[src/rtl/booth_pkg.sv]
// Shared definitions for the radix-4 Booth multiplier family: digit codes and FSM states.
package booth_pkg;

   // Digit code: bit2 = negate, bit1 = use 2*A, bit0 = use A
   localparam logic [2:0] DIG_ZERO = 3'b000;
   localparam logic [2:0] DIG_POS1 = 3'b001;
   localparam logic [2:0] DIG_POS2 = 3'b010;
   localparam logic [2:0] DIG_NEG1 = 3'b101;
   localparam logic [2:0] DIG_NEG2 = 3'b110;

   typedef enum logic [1:0] {
      ST_IDLE = 2'b00,
      ST_RUN  = 2'b01,
      ST_DONE = 2'b10
   } state_t;

endpackage

[src/rtl/booth_r4_digit.sv]
// Radix-4 Booth recoder: one overlapping 3-bit multiplier window -> one digit code.
module booth_r4_digit
   import booth_pkg::*;
(
   input  logic [2:0] window_i,
   output logic [2:0] digit_o
);

   // Window {b[2i+1], b[2i], b[2i-1]} maps to a digit in {-2,-1,0,+1,+2}
   always_comb begin
      digit_o = DIG_ZERO;
      case (window_i)
         3'b001, 3'b010: digit_o = DIG_POS1;
         3'b011:         digit_o = DIG_POS2;
         3'b100:         digit_o = DIG_NEG2;
         3'b101, 3'b110: digit_o = DIG_NEG1;
         default:        digit_o = DIG_ZERO;
      endcase
   end

endmodule

[src/rtl/booth_r4_seq_mult.sv]
// Sequential radix-4 Booth multiplier: one Booth digit per clock, ready/valid on both sides.
// The multiplicand is pre-shifted by 2 each cycle and the multiplier shifted right by 2,
// so the recoder always looks at the low three bits of the multiplier register.
module booth_r4_seq_mult
   import booth_pkg::*;
#(
   parameter int WIDTH  = 16,
   parameter bit SIGNED = 1'b1
) (
   input  logic               clk,
   input  logic               rst,
   input  logic               in_valid,
   output logic               in_ready,
   input  logic [WIDTH-1:0]   multiplicand,
   input  logic [WIDTH-1:0]   multiplier,
   output logic               out_valid,
   input  logic               out_ready,
   output logic [2*WIDTH-1:0] product,
   output logic               busy
);

   // Unsigned operands need one extra digit so the top window sees zero sign bits
   localparam int N  = SIGNED ? WIDTH / 2 : WIDTH / 2 + 1;
   localparam int BW = 2 * N;
   localparam int AW = 2 * WIDTH + 2;
   localparam int CW = $clog2(N + 1);

   state_t             state_q, state_d;
   logic [AW-1:0]      acc_q, acc_d;
   logic [AW-1:0]      mcand_q, mcand_d;
   logic [BW:0]        mplier_q, mplier_d;   // bit 0 holds b[2i-1]
   logic [CW-1:0]      cnt_q, cnt_d;
   logic [2*WIDTH-1:0] product_q, product_d;

   logic [AW-1:0]      mcand_ext;
   logic [BW-1:0]      mplier_ext;
   logic [2:0]         digit;
   logic [AW-1:0]      pp_mag;
   logic [AW-1:0]      pp;
   logic [AW-1:0]      acc_sum;

   // Sign-extend A only in signed mode; B is zero-extended to the full digit span
   assign mcand_ext  = {{(AW - WIDTH){multiplicand[WIDTH-1] & SIGNED}}, multiplicand};
   assign mplier_ext = BW'(multiplier);

   booth_r4_digit u_digit (
      .window_i (mplier_q[2:0]),
      .digit_o  (digit)
   );

   // Partial product: select 0, A or 2A, then two's-complement negate when requested
   always_comb begin
      pp_mag = '0;
      if (digit[1]) begin
         pp_mag = mcand_q << 1;
      end else if (digit[0]) begin
         pp_mag = mcand_q;
      end
      pp      = digit[2] ? (~pp_mag + AW'(1)) : pp_mag;
      acc_sum = acc_q + pp;
   end

   // Next-state and datapath updates for IDLE / RUN / DONE
   always_comb begin
      state_d   = state_q;
      acc_d     = acc_q;
      mcand_d   = mcand_q;
      mplier_d  = mplier_q;
      cnt_d     = cnt_q;
      product_d = product_q;
      case (state_q)
         ST_IDLE: begin
            if (in_valid) begin
               mcand_d  = mcand_ext;
               mplier_d = {mplier_ext, 1'b0};
               acc_d    = '0;
               cnt_d    = '0;
               state_d  = ST_RUN;
            end
         end
         ST_RUN: begin
            acc_d    = acc_sum;
            mcand_d  = mcand_q << 2;
            mplier_d = mplier_q >> 2;
            cnt_d    = cnt_q + CW'(1);
            if (cnt_q == CW'(N - 1)) begin
               product_d = acc_sum[2*WIDTH-1:0];
               state_d   = ST_DONE;
            end
         end
         ST_DONE: begin
            if (out_ready) begin
               product_d = '0;
               state_d   = ST_IDLE;
            end
         end
         default: begin
            product_d = '0;
            state_d   = ST_IDLE;
         end
      endcase
   end

   // State and datapath registers; reset aborts any operation in flight
   always_ff @(posedge clk or posedge rst) begin
      if (rst) begin
         state_q   <= ST_IDLE;
         acc_q     <= '0;
         mcand_q   <= '0;
         mplier_q  <= '0;
         cnt_q     <= '0;
         product_q <= '0;
      end else begin
         state_q   <= state_d;
         acc_q     <= acc_d;
         mcand_q   <= mcand_d;
         mplier_q  <= mplier_d;
         cnt_q     <= cnt_d;
         product_q <= product_d;
      end
   end

   assign in_ready  = (state_q == ST_IDLE);
   assign out_valid = (state_q == ST_DONE);
   assign busy      = (state_q != ST_IDLE);
   assign product   = product_q;

endmodule

[config.mk]
export PLATFORM = sky130hd
export DESIGN_NAME = booth_r4_seq_mult
export DESIGN_NICKNAME = d
export VERILOG_FILES = /design/src/rtl/booth_pkg.sv /design/src/rtl/booth_r4_digit.sv /design/src/rtl/booth_r4_seq_mult.sv
export SDC_FILE = /design/constraint.sdc
export NUM_CORES = 1
export LEC_CHECK = 0
export CORE_MARGIN = 5
export CORE_UTILIZATION = 59
export DETAILED_ROUTE_END_ITERATION = 8
export DONT_BUFFER_PORTS = 1
export GPL_TIMING_DRIVEN = 0
export HOLD_SLACK_MARGIN = 0.03
export PLACE_DENSITY = 0.84
export SETUP_SLACK_MARGIN = 0.1
export SYNTH_ARGS = -nofsm -noshare
export SYNTH_HDL_FRONTEND = slang
export SYNTH_SLANG_ARGS = --single-unit
[constraint.sdc]
create_clock -name clk -period 4.6 [get_ports clk]
set_input_delay 0.92 -clock clk [delete_from_list [all_inputs] [get_ports clk]]
set_output_delay 0.92 -clock clk [all_outputs]
set_load 0.03 [all_outputs]
# Yosys cells after proc, flatten, opt, wreduce, memory -nomap -nowiden
# Cells that the tools add are included.
# word_totals
output_inout_bits	35
ramBits	0
latch_bits	0
ff_bits	123
romBits	0
memories	0
# classes
eq_ne	12
order_cmp	0
mux	19
reduce_logical	8
add_sub_neg	3
n_mul	0
bitwise	2
n_shift	0
div	0
# op_table
operator	count
$mux W34	5
$pmux W34 S2	2
$pmux W32 S3	1
$mux W32	2
$add A34 B1 Y34 const B	1
$add A34 B34 Y34	1
$not A34 Y34	1
$pmux W17 S2	1
$mux W17	1
$pmux W3 S4	1
$eq A3 B3 Y1 const B	3
$pmux W4 S2	1
$eq A3 B2 Y1 const B	2
$mux W2	3
$pmux W2 S3	1
$reduce_and A3 Y1	2
$add A4 B1 Y4 const B	1
$eq A4 B3 Y1 const B	1
$mux W4	1
$ne A2 B2 Y1 const B	2
$reduce_bool A2 Y1	2
$reduce_or A2 Y1	2
$eq A3 B1 Y1 const B	1
$eq A2 B1 Y1 const B	1
other kinds (5)	5

# Logic depth before layout (Yosys ltp)
# depth
ltp_word	11
mapped_depth	24

# Hierarchy
# From an unflattened synthesis, not the netlist that was laid out.
# hier_totals
hier_cells	957
area_unflattened_um2	8142.8
# by_module_without_submodules
module	area_per_inst_um2	seq_area_each_um2	cells_each	n_inst
booth_r4_seq_mult	8110.3	2977.9	952	1
booth_r4_digit	32.5	0.0	5	1

# Least setup slack after synthesis
# Ideal clock, no wire load.
# synth_path
path_kind	reg2reg
from	reg mplier_q[1]
to	reg acc_q[31]
path_slack_ns	0.071
n_path_buf	4
path_stages_with_launch	22
period_less_slack_ns	4.529
arrival_ns	4.400
cell_sequence	dfrtp_1 -> buf_2 -> buf_2 -> xor2_1 -> clkbuf_1 -> buf_1 -> nand2_1 -> ha_1 -> nand2_1 -> o21ai_0 -> xor2_1 -> o221ai_1 -> ha_1 -> a21oi_1 -> o21ai_1 -> o31a_1 -> a211o_1 -> a21oi_1 -> nor2_1 -> nor3_1 -> xnor2_1 -> o21ai_1
# synth_between
elab_chain_len	10
word_cells_on_any_way	16
cone_classes	add/sub: 2; eq/ne: 6; mux: 5; bitwise: 1; reduce/logical: 2
# synth_rtl
element	line	source
start: declaration	booth_r4_seq_mult.sv:31	logic [BW:0] mplier_q, mplier_d;
start signal: assignment	booth_r4_seq_mult.sv:117	mplier_q <= mplier_d;
$eq A3 B3 Y1, or another cell as far along	booth_r4_digit.sv:12	case (window_i)
$reduce_or A2 Y1	booth_r4_digit.sv:12	
$pmux W3 S4 (*)	booth_r4_digit.sv:12	
$mux W34	booth_r4_seq_mult.sv:56	end else if (digit[0]) begin
$mux W34	booth_r4_seq_mult.sv:54	if (digit[1]) begin
$not A34 Y34	booth_r4_seq_mult.sv:59	pp = digit[2] ? (~pp_mag + AW'(1)) : pp_mag;
$add A34 B1 Y34	booth_r4_seq_mult.sv:59	
$mux W34 (*)	booth_r4_seq_mult.sv:59	
$add A34 B34 Y34 (*)	booth_r4_seq_mult.sv:60	acc_sum = acc_q + pp;
$pmux W34 S2 (*)	booth_r4_seq_mult.sv:71	case (state_q)
end signal: assignment	booth_r4_seq_mult.sv:108	acc_q <= '0;
end signal: assignment	booth_r4_seq_mult.sv:115	acc_q <= acc_d;
end: declaration	booth_r4_seq_mult.sv:29	logic [AW-1:0] acc_q, acc_d;
# Mark *: on every way between the ends. The rest lies on a longest branch, timed or not.
# A chain may end at the register's enable or synchronous reset.

# Final worst setup path
# layout_path
from	reg mplier_q[1]
to	reg acc_q[30]
# Same word-level chain as after synthesis.

==> flow_metrics.py <==
metrics = {
    "outcome": {
        "status": "finished, violations left",
        "violations": "setup timing",
    },
    "detailed_routing": {
        "viasPerCell": 6.83,
        "routed_wl_um": 26500,
        "drtAntennaViolNets": 0,
        "drc": 0,
        "wl_per_cell_um": 22.3,
        "first_pass_iters": 6,
        "via_count": 8092,
        "drt_iter0_drc": 1113,
    },
    "floorplan": {
        "coreArea_mm2": 0.0133,
        "num_rows": 42,
        "start_util_pct": 60.3,
        "die_h_um": 127,
        "ios": 71,
        "die_area_mm2": 0.0160,
        "fp.dieW_um": 127,
    },
    "synth": {
        "synth_top_family_by_area": "compound AO/OA/AOI/OAI gates",
        "netlist-cell-type-count": 60,
        "yosysTopAreaCell": "dfrtp_1",
        "synth_compound_area_share_pct": 28.0,
        "ys_ff_latch": 119,
        "synth-edff-count": 0,
        "synthXorXnorAreaFrac_pct": 7.22,
        "synth_area_leaders": "dfrtp_1, nand2_1, ha_1",
        "async_flop_share_pct": 100,
        "yosysWarnings": 0,
        "yosysSeqAreaShare_pct": 37.2,
        "synth_nets": 1021,
        "muxShareOfSynthArea_pct": 1.08,
        "synth-simple-area-share_pct": 15.6,
        "synth_top_area_share_pct": 37.2,
        "syn_area_mm2": 0.00801,
        "netlist_instances": 945,
        "synthAdderAreaFrac_pct": 6.34,
        "synth.avg_cell_area_um2": 8.48,
        "synth_flop_cell": "dfrtp_1",
    },
    "cts": {
        "cts_buffers": 17,
        "tritoncts": "built",
        "clk_pin_slew_ps": 50,
        "cts_hold_repair.buffers": 0,
        "cts_buffer_depth": 2,
        "cts_sinks": 119,
        "cts-htree-levels": 4,
        "insertion_delay_ps": 430,
        "cts.root.buffer_cell": "clkbuf_16",
    },
    "place": {
        "dpl.hpwl_um": 17100,
        "dpl_worst_slack_ps": -1490,
        "place_congestion": 0.984,
        "port_buffers": 0,
        "dpl.cell_count": 1122,
    },
    "cells_and_area": {
        "multi_input_area_mm2": 0.00526,
        "final_cell_mix": "nand2_1, dfrtp_1, o21ai_0",
        "fill_cells": 937,
        "drive_above_1_share_pct": 18.5,
        "final_common_cell": "nand2_1",
        "regArea_mm2": 0.00298,
        "final_nets": 1073,
        "num_antenna_cells": 0,
        "fin_cells": 1185,
        "area_growth_syn_to_layout_pct": 21.8,
    },
    "sta": {
        "setup_tns_ps": -274,
        "period_share_pct": 102,
        "fin_ws_ps": -105,
        "rsz0062_at_grt": "true",
        "maxSlewHeadroom_pct": 44.2,
        "report.final.setup_viol": 5,
        "slew_viol_final": 0,
        "max_freq_mhz": 213,
        "worst_pin_slew_ps": 837,
        "fin_crit_ps": 4700,
        "finClkSkew_ps": 6.74,
        "hold_viol_final": 0,
    },
    "setup_path": {
        "cp-end-kind": "register",
        "worst_ep_arrival_time_ps": 5000,
        "required_ps": 4900,
        "cp-start-kind": "register",
        "worstSetupPathType": "register to register",
        "cp_max_fo": 6,
    },
    "global_route": {
        "grt.overflow.total": 0,
        "grt_pass1_vias": 7749,
        "antenna_found_initial": 0,
        "grt_max_degree": 78,
        "grt_usage_pct": 31.4,
        "grt_pass1_wl_um": 40200,
    },
    "worst_hold_path": {
        "holdCritPathClass": "input pin to async pin",
    },
    "flow_run": {
        "cap_violations": 0,
    },
}
## worst paths after layout
path / from / slack, ps / end / cells after the start
setup / recovery: mplier_q[1] / -100 / acc_q[30] / 18
hold / removal: rst / 360 / mplier_q[8] / 1
setup reg to reg: mplier_q[1] / -100 / acc_q[30] / 18
hold reg to reg: mplier_q[11] / 480 / mplier_q[11] / 2
max in group asynchronous: rst / 3530 / acc_q[14] / 2
min in group clk: mplier_q[11] / 480 / mplier_q[11] / 2
## through the flow
step                      hold slack, ps  util, %  area, um2
after floorplan                      450        -       8010
after global placement               464     61.9       8230
after detailed placement             472     62.2       8270
after CTS                            375     70.4       9360
after global routing                 386     73.4       9750
final                                356     73.4       9750
## logic make-up (layout without fill, tap and decap cells)
group           Yosys count  in the layout
xor+xnor                 66             66
buf+inv                  93            157
simple gates            288            288
compound gates          331            331
flops                   119            119
fa+ha+maj                40             40
mux                       8              8
## routing by layer
| layer | global-route usage [%] | wire length (um) | up-vias |
|---|---|---|---|
| met5 | 0 | 0 | - |
| met4 | 17.4 | 1630 | 0 |
| met3 | 7.69 | 2670 | 150 |
| met2 | 50.5 | 12300 | 530 |
| met1 | 38.7 | 9900 | 3914 |
| li1 | - | - | 3498 |
## worst max-delay path, stage by stage (launching register included)
cell and delay, ps:
dfrtp_2 480, xnor2_4 290, mux2_2 420, o41ai_4 400
and2_1 230, nand2_1 130, o31ai_2 330, xnor2_2 220
ha_4 370, nand2_1 160, o21ai_0 220, a21oi_1 100
or2_2 280, o211ai_1 130, a21oi_2 130, o31ai_4 310
xnor2_2 150, buf_4 150, o21ai_2 50
## layout make-up
type                            instances  area share (%)
Buffer                                 69            3.46
Clock buffer                           23            4.80
Clock inverter                          8            1.01
Inverter                               20           0.821
Multi-Input combinational cell        733            53.9
Sequential cell                       119            30.6
Tap cell                              176            2.26
Timing Repair Buffer                   37            3.17
## synth_stat cells, drive strengths merged (13+ instances only)
master / n
nand2: 175
dfrtp: 119
o21ai: 104
clkbuf: 59
a21oi: 54
nor2: 43
a22oi: 41
ha: 39
xor2: 34
xnor2: 32
a22o: 25
inv: 20
a221o: 18
a21o: 15
buf: 14
nand3: 13
## sequential cells by signal, summed over array words and instances, names as in the netlist
register / cells
mcand_q: 32
product: 32
state_q: 2
mplier_q: 17
cnt_q: 4
acc_q: 32
## what timing repair did
| item | CTS | global route |
|---|---|---|
| gates cloned | 1 | 0 |
| gates resized for setup | 87 | 78 |
| setup buffers | 24 | 12 |
| setup endpoints to repair | 54 | 35 |
| pin swaps | 32 | 41 |
Power is left out: the tool's default activity adds up to more than one toggle a clock period on the data nets, which glitch-free logic cannot reach.
